**src/rtl/uart_pkg.sv**
```systemverilog
// Shared UART constants: ASCII control codes and the line-assembler state encoding.
package uart_pkg;

    localparam logic [7:0] ASCII_CR  = 8'h0D;
    localparam logic [7:0] ASCII_LF  = 8'h0A;
    localparam logic [7:0] ASCII_BS  = 8'h08;
    localparam logic [7:0] ASCII_DEL = 8'h7F;

    localparam logic [0:0] ST_COLLECT = 1'b0;
    localparam logic [0:0] ST_HOLD    = 1'b1;

    function automatic logic is_erase(input logic [7:0] b);
        return (b == ASCII_BS) || (b == ASCII_DEL);
    endfunction

endpackage

```
**src/rtl/uart_line_ram.sv**
```systemverilog
// Line buffer storage: single write port, synchronous read port (read-before-write on collision).
module uart_line_ram #(
    parameter int DEPTH  = 32,
    parameter int ADDR_W = 5
) (
    input  logic              clock,
    input  logic              reset,
    input  logic              we,
    input  logic [ADDR_W-1:0] waddr,
    input  logic [7:0]        wdata,
    input  logic [ADDR_W-1:0] raddr,
    output logic [7:0]        rdata
);

    logic [7:0] mem [DEPTH];

    // NOTE: the array itself has no reset so it can map onto RAM primitives; only the read register is reset.
    always_ff @(posedge clock) begin
        if (we) begin
            mem[waddr] <= wdata;
        end
    end

    always_ff @(posedge clock) begin
        if (reset) begin
            rdata <= 8'h00;
        end else begin
            rdata <= mem[raddr];
        end
    end

endmodule

```
**src/rtl/uart_rx_line.sv**
```systemverilog
// Receive-side line assembler: collects printable bytes, applies backspace edits,
// completes a line on LF and holds it locked until the consumer acknowledges.
module uart_rx_line
    import uart_pkg::*;
#(
    parameter int MAX_LEN = 32,
    parameter int ADDR_W  = 5,
    parameter int LEN_W   = 6
) (
    input  logic              clock,
    input  logic              reset,
    input  logic [7:0]        rx_data,
    input  logic              rx_done,
    input  logic              line_ack,
    input  logic [ADDR_W-1:0] rd_addr,
    output logic [7:0]        rd_data,
    output logic [LEN_W-1:0]  line_len,
    output logic              line_valid,
    output logic              line_done,
    output logic              overflow,
    output logic              dropped
);

    localparam logic [LEN_W-1:0] FULL = LEN_W'(MAX_LEN);

    logic [0:0]       state;
    logic [LEN_W-1:0] count;
    logic [LEN_W-1:0] eff_count;
    logic             byte_ev;
    logic             accept;
    logic             is_lf;
    logic             is_cr;
    logic             is_del;
    logic             is_data;
    logic             we;

    // An ack in HOLD reopens the buffer in the same cycle, so a coincident byte sees count 0.
    assign accept    = (state == ST_COLLECT) || line_ack;
    assign eff_count = (state == ST_HOLD) ? '0 : count;
    assign byte_ev   = rx_done && !line_done;

    assign is_lf   = (rx_data == ASCII_LF);
    assign is_cr   = (rx_data == ASCII_CR);
    assign is_del  = is_erase(rx_data);
    assign is_data = !is_lf && !is_cr && !is_del;

    assign we         = byte_ev && accept && is_data && (eff_count < FULL);
    assign line_valid = (state == ST_HOLD);

    // NOTE: state registers use non-blocking assignments so every flop samples pre-edge values.
    always_ff @(posedge clock) begin
        if (reset) begin
            state     <= ST_COLLECT;
            count     <= '0;
            line_len  <= '0;
            line_done <= 1'b0;
            overflow  <= 1'b0;
            dropped   <= 1'b0;
        end else begin
            line_done <= 1'b0;

            if ((state == ST_HOLD) && line_ack) begin
                state    <= ST_COLLECT;
                count    <= '0;
                overflow <= 1'b0;
                dropped  <= 1'b0;
            end

            if (byte_ev) begin
                if (!accept) begin
                    dropped <= 1'b1;
                end else if (is_lf) begin
                    line_len  <= eff_count;
                    state     <= ST_HOLD;
                    line_done <= 1'b1;
                end else if (is_del) begin
                    if (eff_count != '0) begin
                        count <= eff_count - LEN_W'(1);
                    end
                end else if (is_data) begin
                    if (eff_count < FULL) begin
                        count <= eff_count + LEN_W'(1);
                    end else begin
                        overflow <= 1'b1;
                    end
                end
            end
        end
    end

    uart_line_ram #(
        .DEPTH  (MAX_LEN),
        .ADDR_W (ADDR_W)
    ) u_ram (
        .clock (clock),
        .reset (reset),
        .we    (we),
        .waddr (eff_count[ADDR_W-1:0]),
        .wdata (rx_data),
        .raddr (rd_addr),
        .rdata (rd_data)
    );

endmodule

```
**config.mk**
```make
export PLATFORM = sky130hd
export DESIGN_NAME = uart_rx_line
export DESIGN_NICKNAME = d
export VERILOG_FILES = /design/src/rtl/uart_pkg.sv /design/src/rtl/uart_line_ram.sv /design/src/rtl/uart_rx_line.sv
export SDC_FILE = /design/constraint.sdc
export NUM_CORES = 1
export LEC_CHECK = 0
export ABC_AREA = 1
export CAP_MARGIN = 20
export CORE_ASPECT_RATIO = 0.6
export CORE_UTILIZATION = 55
export DETAILED_ROUTE_END_ITERATION = 16
export HOLD_SLACK_MARGIN = 0.06
export PLACE_DENSITY = 0.73
export SLEW_MARGIN = 20
export SYNTH_ARGS = -nofsm -noshare
export SYNTH_HDL_FRONTEND = slang
export SYNTH_SLANG_ARGS = --single-unit
```
**constraint.sdc**
```tcl
create_clock -name clock -period 1.8 [get_ports clock]
set_clock_uncertainty 0.05 [all_clocks]
set_input_delay 0.27 -clock clock [delete_from_list [all_inputs] [get_ports clock]]
set_output_delay 0.27 -clock clock [all_outputs]
set_load 0.1 [all_outputs]
```
==> reports/metrics.sh <==
DIE_AREA_MM2=0.0221
GRT_ANTENNA_BEFORE_REPAIR=0
GLOBAL_ROUTE_CONGESTION_OVERFLOW_TOTAL=0
SYNTH_TOP_FAMILY_BY_AREA='simple AND/OR/NAND/NOR gates'
ANT_NETS=0
PLACED_INST_AREA_MM2=0.0135
P_INT_uW=10300
POSTCTSHOLDBUFS=0
CP_NUM_BUF_INV=2
VIOLATIONS_IN_THE_FINAL_REPORTS='design-rule violations'
CLK_PATH_BUF_DEPTH=3
TIMING.SETUP.CRITICAL_PATH_CLASS='register to register'
ANTENNA_CELLS=0
CTSHTREEMAXLEVEL=1
FLOORPLAN.CORE_AREA_MM2=0.0210
PLACE_CONGESTION=1.01
CLOCK-SINKS=280
SYNTH_TOP_CELL_AREA_SHARE_PCT=65.0
DIE-HEIGHT_UM=116
GRT_START_MAX_NET_PINS=67
POWER.DENSITY_mW_PER_MM2=936
POSTLAYOUTCELLAREA_MM2=0.0144
TIMING.FINAL.CRIT_PERIOD_NS=1.75
ASYNCSETRESETFLOPFRACSYNTH_PCT=0
SUM_OF_NEGATIVE_SETUP_SLACK_NS=0
DRT-PASS1-ITER-COUNT=12
CTS_TREE='done'
FINAL_NET_COUNT=1242
CLOCK_BUFFERS_CREATED_BY_TRITONCTS=25
AVERAGE_WIRE_PER_CELL_IN_THE_ROUTED_DESIGN_UM=21.0
FMAX_GHz=0.571
TOP_LEVEL_PORTS=35
FINALHOLDVIOLCOUNT=0
SLEW_HEADROOM_PCT=66.9
SYNTH_AREA_PER_CELL_UM2=10.9
SYNTH_TOP_CELL_BY_AREA='sky130_fd_sc_hd__edfxtp_1'
CAP_VIOLATIONS=0
PLACEMENT_ROWS=41
SYNTHFLOPTYPE='sky130_fd_sc_hd__edfxtp_1'
CLK_PIN_SLEW_WORST_PATHS_NS=0.07
SYNTHTOPCELLSBYCOUNT='sky130_fd_sc_hd__nand2_1 (282), sky130_fd_sc_hd__edfxtp_1 (256), sky130_fd_sc_hd__nand3_1 (151), sky130_fd_sc_hd__nor2_1 (128), sky130_fd_sc_hd__o21ai_0 (52)'
POST-LAYOUT-TOTAL-POWER_uW=13500
TOP_AREA_CELLS_IN_THE_SYNTHESIZED_NETLIST='sky130_fd_sc_hd__edfxtp_1 (65%), sky130_fd_sc_hd__nand2_1 (8.9%), sky130_fd_sc_hd__nand3_1 (6.4%), sky130_fd_sc_hd__dfxtp_1 (4.1%), sky130_fd_sc_hd__nor2_1 (4.1%)'
NFILLCELLS=1528
SYNTH.AREA.MUX_SHARE_PCT=0
ARRIVAL_NS=1.94
WORSTPATHREQUIRED_NS=1.98
TOTAL_SWITCHING_POWER_uW=3250
POWER.COMBINATIONAL.FRACTION_PCT=10.7
SYNTHMOSTINSTANTIATEDCELL='sky130_fd_sc_hd__nand2_1'
PRE_CTS_WS_NS=-0.699
WORST-SLEW-PIN-TRANSITION_NS=0.496
FINALSETUPVIOLATIONS=0
POST_SYNTH_NUM_CELL_TYPES=33
STARTPOINT_TYPE='register'
CLOCK_LATENCY_NS=0.53
HP-CLASS='input pin to register'
PATH_MAX_FANOUT=8
SYNTH_XOR_XNOR_AREA_SHARE_PCT=0.148
POST_SYNTH_INST_COUNT=1084
SEQ_AREA_FRAC_SYNTH_PCT=69.1
IO_BUFFERS=34
WORST_PATH_DOMINANT_CELL_FAMILY='simple AND/OR/NAND/NOR gates'
FINAL_CRITICAL_PATH_SETUP_SLACK_NS=0.0484
DRC=2
DIEWIDTH_UM=191
NUMBER_OF_ENABLE_TYPE_REGISTER_CELLS_IN_THE_SYNTHESIZED_NETLIST=256
SYN_NETS=1106
HPWLAFTERDP_UM=21200
POWER.SHARE.SEQUENTIAL_PCT=53.2
GLOBALROUTETOTALUTIL_PCT=29.5
CELL_CHAIN_OF_THE_CRITICAL_PATH='nor2_1 -> nand2_4 -> nor2_8 -> buf_12 -> nand2_8 -> nor2_4 -> buf_6'
SETUP.WORST_PATH.END_CLASS='register'
DRV_SLEW=0
GRT_PASS1_WL_UM=47500
FINALCRITPERIODSHARE_PCT=97.3
DETAIL_ROUTE.ITER0.VIOLATIONS=1236
FLOW.AREA_GROWTH_FROM_SYNTHESIS_PCT=22.1
VDD_IR_DROP_MAX_mV=0.663
WORST_HOLD_SLACK_NS=0.262
ROUTE.FINAL.WIRE_LENGTH_UM=31900
INITIAL_UTIL_PCT=56.2
CLOCKROOTBUFFER='sky130_fd_sc_hd__clkbuf_16'
CRITICAL-PATH-SLOWEST-CELL='sky130_fd_sc_hd__dfxtp_2'
POST_DRT_VIA_CELL_RATIO=5.78
SYNTHESIS.AREA_MM2=0.0118
SYNTHESIS.YOSYS.WARNINGS=0
STATUS='finished with violations'
YOSYS.AREA_SHARE.SIMPLE_PCT=21.3
VIA_COUNT=8761
SWITCHING_SHARE_PCT=24.1
CRIT_PATH_MAX_INCR_DELAY_NS=0.32
FIRST_GLOBAL_VIAS=8127
SYNTH.FF_LATCH_COUNT=280
SYNTH_ADDER_AREA_SHARE_PCT=0.529
SYNTH_COMPOUND_GATE_AREA_SHARE_PCT=5.51
DRIVE_GT1_SHARE_PCT=21.1
CELLLEAKAGEPOWER_uW=0.00540
CLOCKPOWERSHARE_PCT=36.1
cell usage in the layout, fill, tap and decap left out, types with 25 or more instances in the layout:
master and count:
sky130_fd_sc_hd__nor2_2 28, sky130_fd_sc_hd__buf_4 114, sky130_fd_sc_hd__nand2_1 273, sky130_fd_sc_hd__nand3_1 151, sky130_fd_sc_hd__edfxtp_1 256, sky130_fd_sc_hd__nor2_1 94
sky130_fd_sc_hd__a21oi_1 38, sky130_fd_sc_hd__clkbuf_16 25, sky130_fd_sc_hd__o21ai_0 52
power by group through the flow:
stage | logic (µW) | clock network [µW] | registers [µW]
floorplan | 614 | 0 | 7450
global placement | 1350 | 0 | 7330
detailed placement | 1370 | 0 | 7330
CTS | 1410 | 4930 | 7190
global route | 1550 | 5190 | 7190
finish | 1450 | 4880 | 7190
metrics by stage:
stage | std cells | util (%)
global placement | 1470 | 64.3
floorplan | 1084 | -
finish | 1516 | 68.7
global route | 1516 | 68.7
CTS | 1516 | 68.5
detailed placement | 1470 | 64.3
repair_timing:
action	CTS	global route
setup endpoints to repair	258	261
pin swaps	3	2
gates resized for setup	35	16
hold endpoints to repair	0	0
setup buffers	2	0
layer usage:
metal	GRT usage, %	vias to the layer above	wire length (µm)
met5	0	-	0
met4	5.98	0	583
met3	9.21	60	4230
li1	-	4046	-
met1	44.8	4128	13700
met2	41.8	527	13300
worst paths after layout:
kind | from | endpoint | slack (ns) | cells after the start
worst min register to register | line_len[2] | line_len[2] | 0.46 | 2
worst min-delay path | rx_data[4] | u_ram.mem[9][4] | 0.26 | 2
worst max-delay path | line_done | u_ram.mem[20][3] | 0.05 | 7
worst max register to register | line_done | u_ram.mem[20][3] | 0.05 | 7
final cells by class:
class | count | area, µm² | share of cell area (%)
clock buffers | 35 | 683 | 4.73
clock inverters | 9 | 45.0 | 0.312
inverters | 38 | 150 | 1.04
multi-input cells | 712 | 3460 | 23.9
flip-flops and latches | 280 | 8170 | 56.6
well taps | 279 | 349 | 2.42
repair buffers | 163 | 1590 | 11.0
worst register-to-register path, cell delays in order (launching register included):
cell                      delay [ns]
sky130_fd_sc_hd__dfxtp_2        0.32
sky130_fd_sc_hd__nor2_1         0.28
sky130_fd_sc_hd__nand2_4        0.13
sky130_fd_sc_hd__nor2_8         0.11
sky130_fd_sc_hd__buf_12         0.15
sky130_fd_sc_hd__nand2_8        0.12
sky130_fd_sc_hd__nor2_4         0.16
sky130_fd_sc_hd__buf_6          0.15
state kept, by name, indices dropped and copies added (netlist names):
register / cells
dropped: 1
u_ram.rdata: 8
line_done: 1
line_valid: 1
count: 6
line_len: 6
u_ram.mem: 256
overflow: 1
kinds of logic (layout without fill, tap and decap cells):
kind of cell               after synthesis  count (layout)
xor gates and xnor gates                 2               2
DFF                                    280             280
and+or+nand+nor                        587             587
buffers and inverters                   92             245
adders and majority gates                5               5
AOI/OAI and AO/OA                      118             118
(Power assumes the default switching activity.)
